[src/rtl/pe_pkg.sv]
// pe_pkg: shared code/word types and the 2-to-4 decode function for the priority-encoder link.
package pe_pkg;
  localparam int PE_N_OUT = 4;
  localparam int PE_IDX_W = 2;
  typedef logic [PE_IDX_W-1:0] pe_code_t;
  typedef struct packed {
    logic [PE_N_OUT-1:0] line;
    logic                none;
  } pe_dec_word_t;
  function automatic pe_dec_word_t pe_decode(input pe_code_t code, input logic v);
    pe_decode.line = v ? PE_N_OUT'(1) << code : '0;
    pe_decode.none = !v;
  endfunction
endpackage

[src/rtl/pe_dec_skid.sv]
// pe_dec_skid: 1-entry skid buffer with registered output over pe_dec_word_t.
module pe_dec_skid
  import pe_pkg::*;
(
  input  logic         clk,
  input  logic         rst,
  input  logic         in_valid,
  input  pe_dec_word_t in_data,
  output logic         in_ready,
  output logic         out_valid,
  output pe_dec_word_t out_data,
  input  logic         out_ready
);
  logic         skid_full;
  pe_dec_word_t skid_data;
  logic         in_xfer;
  assign in_ready = !skid_full;
  assign in_xfer  = in_valid && in_ready;
  always_ff @(posedge clk) begin
    if (rst) begin
      out_valid <= 1'b0;
      out_data  <= '0;
      skid_full <= 1'b0;
      skid_data <= '0;
    end else if (out_ready || !out_valid) begin
      // A full skid blocks input, so it can drain here without racing a new word.
      if (skid_full) begin
        out_data  <= skid_data;
        out_valid <= 1'b1;
        skid_full <= 1'b0;
      end else begin
        out_valid <= in_xfer;
        if (in_xfer) out_data <= in_data;
      end
    end else if (in_xfer) begin
      skid_full <= 1'b1;
      skid_data <= in_data;
    end
  end
endmodule

[src/rtl/pe_decoder_stream.sv]
// pe_decoder_stream: streaming 2-to-4 decoder with skid buffer; hit counters under PE_DEC_HIT_CNT_EN.
module pe_decoder_stream
  import pe_pkg::*;
#(
  parameter int N_OUT = PE_N_OUT,
  parameter int CNT_W = 8
) (
  input  logic               clk,
  input  logic               rst,
  input  logic               in_valid,
  input  logic               in_y1,
  input  logic               in_y0,
  input  logic               in_v,
  output logic               in_ready,
  output logic               out_valid,
  output logic [N_OUT-1:0]   out_line,
  output logic               out_none,
  input  logic               out_ready,
  input  logic               cnt_clr,
  output logic [5*CNT_W-1:0] hit_cnt
);
  pe_dec_word_t dec_word, out_word;
  assign dec_word = pe_decode({in_y1, in_y0}, in_v);
  pe_dec_skid u_skid (
    .clk      (clk),
    .rst      (rst),
    .in_valid (in_valid),
    .in_data  (dec_word),
    .in_ready (in_ready),
    .out_valid(out_valid),
    .out_data (out_word),
    .out_ready(out_ready)
  );
  assign out_line = out_word.line;
  assign out_none = out_word.none;
`ifdef PE_DEC_HIT_CNT_EN
  logic [CNT_W-1:0] cnt [5];
  logic [4:0]       hit;
  assign hit = {out_none, out_line} & {5{out_valid && out_ready}};
  always_ff @(posedge clk) begin
    for (int k = 0; k < 5; k++)
      if (rst || cnt_clr) cnt[k] <= '0;
      else if (hit[k] && cnt[k] != '1) cnt[k] <= cnt[k] + 1'b1;
  end
  for (genvar g = 0; g < 5; g++) begin : g_cnt
    assign hit_cnt[g*CNT_W +: CNT_W] = cnt[g];
  end
`else
  logic unused_cnt_clr;
  assign unused_cnt_clr = cnt_clr;
  assign hit_cnt = '0;
`endif
endmodule

[config.mk]
export PLATFORM = sky130hd
export DESIGN_NAME = pe_decoder_stream
export DESIGN_NICKNAME = d
export VERILOG_FILES = /design/src/rtl/pe_pkg.sv /design/src/rtl/pe_dec_skid.sv /design/src/rtl/pe_decoder_stream.sv
export SDC_FILE = /design/constraint.sdc
export NUM_CORES = 1
export LEC_CHECK = 0
export CORE_MARGIN = 2
export CORE_UTILIZATION = 38
export CTS_BUF_LIST = sky130_fd_sc_hd__clkbuf_16
export CTS_CLUSTER_DIAMETER = 120
export CTS_CLUSTER_SIZE = 28
export DETAILED_ROUTE_END_ITERATION = 16
export PLACE_DENSITY_LB_ADDON = 0.3
export SLEW_MARGIN = 0
export SYNTH_ARGS = -nofsm -noshare
export SYNTH_HDL_FRONTEND = slang
export SYNTH_SLANG_ARGS = --single-unit
export TNS_END_PERCENT = 50
[constraint.sdc]
create_clock -name clk -period 2.45 [get_ports clk]
set_input_delay 0.49 -clock clk [delete_from_list [all_inputs] [get_ports clk]]
set_output_delay 0.49 -clock clk [all_outputs]
set_load 0.02 [all_outputs]
### Word-level counts from Yosys, hierarchy flattened

Cells that the tools add are included.

| cells by class | value |
|---|---|
| shift-type cells | 1 |
| bitwise logic cells | 1 |
| reduce and logical (&&, ||, !) cells | 9 |
| mux-type cells | 4 |

Operators with widths:

| kind | count |
|---|---|
| 5-bit 2-to-1 mux | 2 |
| 4-bit 2-to-1 mux | 1 |
| 2-bit AND reduction | 2 |
| 1-bit by 2-bit left shift with 4-bit output, first input constant | 1 |
| 1-bit logical NOT | 3 |
| 2-bit nonzero test | 1 |
| 2-bit OR reduction | 1 |
| 1-bit logical AND | 1 |
| 1-bit logical OR | 1 |
| 1-bit 2-to-1 mux | 1 |
| 1-bit NOT | 1 |

| storage, ports and cells | value |
|---|---|
| input port bits | 8 |
| word-level logic and storage cells | 21 |
| output and inout bits | 47 |
| bits in registers | 12 |

### Longest topological paths before layout

| logic depth | value |
|---|---|
| depth after elaboration | 4 |
| mapped depth | 5 |
| mapped depth without buffers | 3 |

### Hierarchy

A second synthesis with hierarchy kept.

| second synthesis, totals | value |
|---|---|
| cells, all modules | 96 |
| area, all modules | 880.8 µm² |

By module, submodules not included:

| module | cells each | seq. area each (µm²) | area an instance (µm²) | times used |
|---|---|---|---|---|
| pe_dec_skid | 50 | 240.2 | 535.5 | 1 |
| pe_decoder_stream | 46 | 0.0 | 345.3 | 1 |

### Worst setup path after synthesis

Ideal clock, no wire load.

| timing | value |
|---|---|
| path kind | in2reg |
| start | in out_ready |
| end | reg u_skid.skid_data[2] (netlist name) |
| data required time | 2379 ps |
| data arrival time | 1319 ps |
| stages on the path | 4 |
| setup time | 71 ps |
| path slack | 1061 ps |
| path through | and4bb_1 -> buf_2 -> or3b_1 -> a21oi_1 |

| between the ends | value |
|---|---|
| longest elaborated chain between the ends | 3 |

RTL lines:

| element | line | text |
|---|---|---|
| start: declaration | pe_decoder_stream.sv:18 | `input logic out_ready,` |
| 1-bit logical OR | pe_dec_skid.sv:25 | `end else if (out_ready \|\| !out_valid) begin` |
| 1-bit NOT (no source line) | -- |  |
| 2-bit AND reduction (no source line) | -- |  |
| end signal: assignment | pe_dec_skid.sv:37 | `skid_data <= in_data;` |
| end: declaration | pe_dec_skid.sv:15 | `pe_dec_word_t skid_data;` |

No other way between the ends.
A chain may end at the register's enable or synchronous reset.

### Worst setup path after layout

| timing | value |
|---|---|
| start | reg u_skid.skid_full |
| end | out in_ready |

| between the ends | value |
|---|---|
| longest elaborated chain between the ends | 1 |

RTL lines:

| element | line | text |
|---|---|---|
| start: declaration | pe_dec_skid.sv:14 | `logic skid_full;` |
| start signal: assignment | pe_dec_skid.sv:23 | `skid_full <= 1'b0;` |
| start signal: assignment | pe_dec_skid.sv:30 | `skid_full <= 1'b0;` |
| start signal: assignment | pe_dec_skid.sv:36 | `skid_full <= 1'b1;` |
| 1-bit logical NOT | pe_dec_skid.sv:17 | `assign in_ready = !skid_full;` |
| end: declaration | pe_decoder_stream.sv:14 | `output logic in_ready,` |

No other way between the ends.

==> run_results.csv <==
group,metric,value,unit
sta,grt_setup_unrepaired,"false",
critical_path,cp-start-kind,"flop",
critical_path,rrSetupSlack,0.98,ns
clock_tree,clock_tree.root_cell,"sky130_fd_sc_hd__clkbuf_16",
sta,drv_slew,0,
power_and_ir_drop,cellInternalPower,0.4516,mW
clock_tree,post_cts_hold_buffer_count,0,
cells_and_area,filler_cell_count,204,
sta,final_period_minus_worst_setup_slack,1.934,ns
global_route,grt_antenna_before_repair,0,
worst_hold_path,classification_of_the_worst_slack_hold_path,"reg2reg",
clock_tree,clock_transition_at_the_registers_of_the_reported_paths,0.04,ns
critical_path,arrival,1.44,ns
synth,syn_inst,100,
placement,dp_hpwl,1018,um
global_route,grt_remaining_overflow,0,
worst_hold_path,holdCritStartpoint,"u_skid.skid_data[4]",
sta,maxClockFrequency,517.0,MHz
cells_and_area,antenna-diode-count,0,
power_and_ir_drop,share_clk_of_total_power,47.1,%
global_route,vias_in_the_first_global_route,451,
sta,final.setup_skew,0.001410,ns
sta,final-hold-violation-count,0,
synth,yosysWarnings,0,
power_and_ir_drop,fraction_of_power_spent_switching_nets,27.82,%
power_and_ir_drop,power.sequential.fraction,33.6,%
placement,port_bufs,13,
critical_path,worst-r2r-cell-count,3,
run,maxCapViolations,0,
power_and_ir_drop,irDropWorstVdd,0.0005360,V
die,initial_core_util,41.31,%
global_route,gr-usage-all-layers,10.24,%
routing,detail_route.wirelength,1316,um
routing,detail_route.wl_per_cell,9.400,um
cells_and_area,post_route_cells_drive_above_1_share,3.540,%
synth,synth_area,827.0,sq um
synth,synth_seq_cells,12,
power_and_ir_drop,power.share.combinational,19.3,%
clock_tree,cts_resized,0,
die,fp.dieH,50.65,um
routing,drt-pass1-iter-count,4,
routing,detailedRoute.firstIterationViolations,12,
sta,final.period_utilization,78.95,%
die,io_pins,55,
worst_hold_path,worst_hold_path.num_cells,2,
routing,detail-route-antenna-nets,0,
critical_path,crit_path_max_fanout,10,
critical_path,worstReg2RegStart,"u_skid.skid_full",
synth,synth_cell_types,23,
clock_tree,cts_tree,"yes",
clock_tree,clock_sinks,12,
critical_path,cp.required,1.96,ns
cells_and_area,final_cell_mix,"sky130_fd_sc_hd__conb_1 (40), sky130_fd_sc_hd__clkdlybuf4s50_1 (13), sky130_fd_sc_hd__dfxtp_1 (12)",
cells_and_area,fin_nets,122,
sta,holdWs,0.4709,ns
critical_path,critPathKind,"reg2out",
worst_hold_path,holdPathEnd,"u_skid.skid_data[4]",
power_and_ir_drop,leakagePower,0.3859,nW
power_and_ir_drop,p_switching,0.1740,mW
sta,final_total_negative_setup_slack,0,ns
clock_tree,tritoncts.num_buffers,3,
placement,gp_congestion,0.7833,
synth,ys_seq_area_share,29.05,%
power_and_ir_drop,p_per_area,693.4,nW/um^2
die,floorplan.die_area,2565,sq um
routing,vias,576,
die,fp.dieW,50.65,um
global_route,grt_max_degree,13,
die,num_rows,16,
cells_and_area,area_growth_syn_to_layout,9.077,%
routing,drt_drc_violations_left,0,
clock_tree,clock_tree.htree_level_count,1,
clock_tree,clkLatencyLatePin,0.24,ns
clock_tree,clock_path_buffers,2,
die,core,2002,sq um
routing,routed_via_density,4.114,
synth,avgSynthCellArea,8.270,sq um
critical_path,critical_path.endpoint_type,"output port",
global_route,global_route_wire_length_before_repair,1959,um
sta,setup_failing_eps_final,0,
clock_tree,post_cts_buffers,0,
status,status,"finished, final reports clean",
critical_path,r2r-end,"u_skid.skid_data[2]",
cells_and_area,commonest_non_fill_non_tap_cell_in_the_layout,"sky130_fd_sc_hd__conb_1",
==> sequential cells by signal (all words and copies together), names as in the netlist <==
register / flops
u_skid.out_data: 5
u_skid.skid_full: 1
u_skid.out_valid: 1
u_skid.skid_data: 5
==> cells in the mapped netlist (all sizes together) <==
library cell / count / share of area [%]
nor3: 1 / 0.60
a21oi: 9 / 5.4
nand2b: 5 / 3.8
or3b: 2 / 2.1
nand4: 2 / 1.5
o2111ai: 1 / 1.1
buf: 42 / 38
clkbuf: 1 / 0.45
nand2: 5 / 2.3
a211oi: 2 / 1.8
nor2b: 1 / 0.76
mux2i: 2 / 2.4
o21ai: 1 / 0.60
and4bb: 1 / 1.5
dfxtp: 12 / 29
or3: 2 / 1.5
nor2: 4 / 1.8
or2: 1 / 0.76
inv: 1 / 0.45
conb: 1 / 0.45
nor3b: 1 / 0.91
a311oi: 3 / 3.2
==> worst max path at each step <==
| stage | from | endpoint | slack, ns | cells after the start |
|---|---|---|---|---|
| after floorplan | out_ready | u_skid.skid_data[2] | 1.06 | 4 |
| after global placement | out_ready | u_skid.skid_data[3] | 0.48 | 4 |
| after detailed placement | out_ready | u_skid.skid_data[2] | 0.45 | 4 |
| after CTS | u_skid.skid_full | in_ready | 0.52 | 2 |
| after global routing | u_skid.skid_full | in_ready | 0.46 | 2 |
| final | u_skid.skid_full | in_ready | 0.52 | 2 |
==> power groups by stage <==
stage / sequential, mW / combinational (mW) / clock (mW)
after CTS: 0.210 / 0.120 / 0.302
after global routing: 0.212 / 0.129 / 0.309
after detailed placement: 0.214 / 0.119 / 0
after floorplan: 0.221 / 0.128 / 0
final: 0.210 / 0.121 / 0.295
after global placement: 0.213 / 0.119 / 0
==> cells by family after synthesis <==
logic type	share of synthesized area (%)
flops	29.05
compound gates	12.10
simple gates	17.55
other cells	0.4534
buf+inv	38.43
mux	2.421
==> worst max-delay path, stage by stage (launching register included) <==
cell	delay, ns
sky130_fd_sc_hd__dfxtp_1	0.48
sky130_fd_sc_hd__inv_1	0.16
sky130_fd_sc_hd__clkdlybuf4s50_1	0.57
==> layout make-up <==
class | count | area [sq um] | share of cell area [%]
well taps | 27 | 33.78 | 3.745
inverters | 1 | 3.754 | 0.4161
multi-input cells | 83 | 415.4 | 46.05
flip-flops and latches | 12 | 240.2 | 26.63
repair buffers | 13 | 130.1 | 14.42
clock inverters | 1 | 3.754 | 0.4161
clock buffers | 3 | 75.07 | 8.322
==> routing by layer <==
layer	vias to the layer above	part of all wire (%)	GRT usage, %
met5	-	0	0
met4	0	2.1	6.757
met3	3	7.1	2.679
met2	31	52	17.11
met1	260	39	11.35
li1	282	-	-
==> metrics by stage <==
step           instance area (sq um)  power [mW]  worst slack, ns  utilization, %  instances
2_1_floorplan                  973.4      0.3485            1.061               -        139
3_3_place_gp                   823.3      0.3318           0.4814           41.13        136
3_5_place_dp                   823.3      0.3329           0.4545           41.13        136
4_1_cts                        902.1      0.6315           0.5157           45.06        140
5_1_grt                        902.1      0.6502           0.4634           45.06        140
6_report                       902.1      0.6256           0.5158           45.06        140
Power figures use the tool's default switching activity.
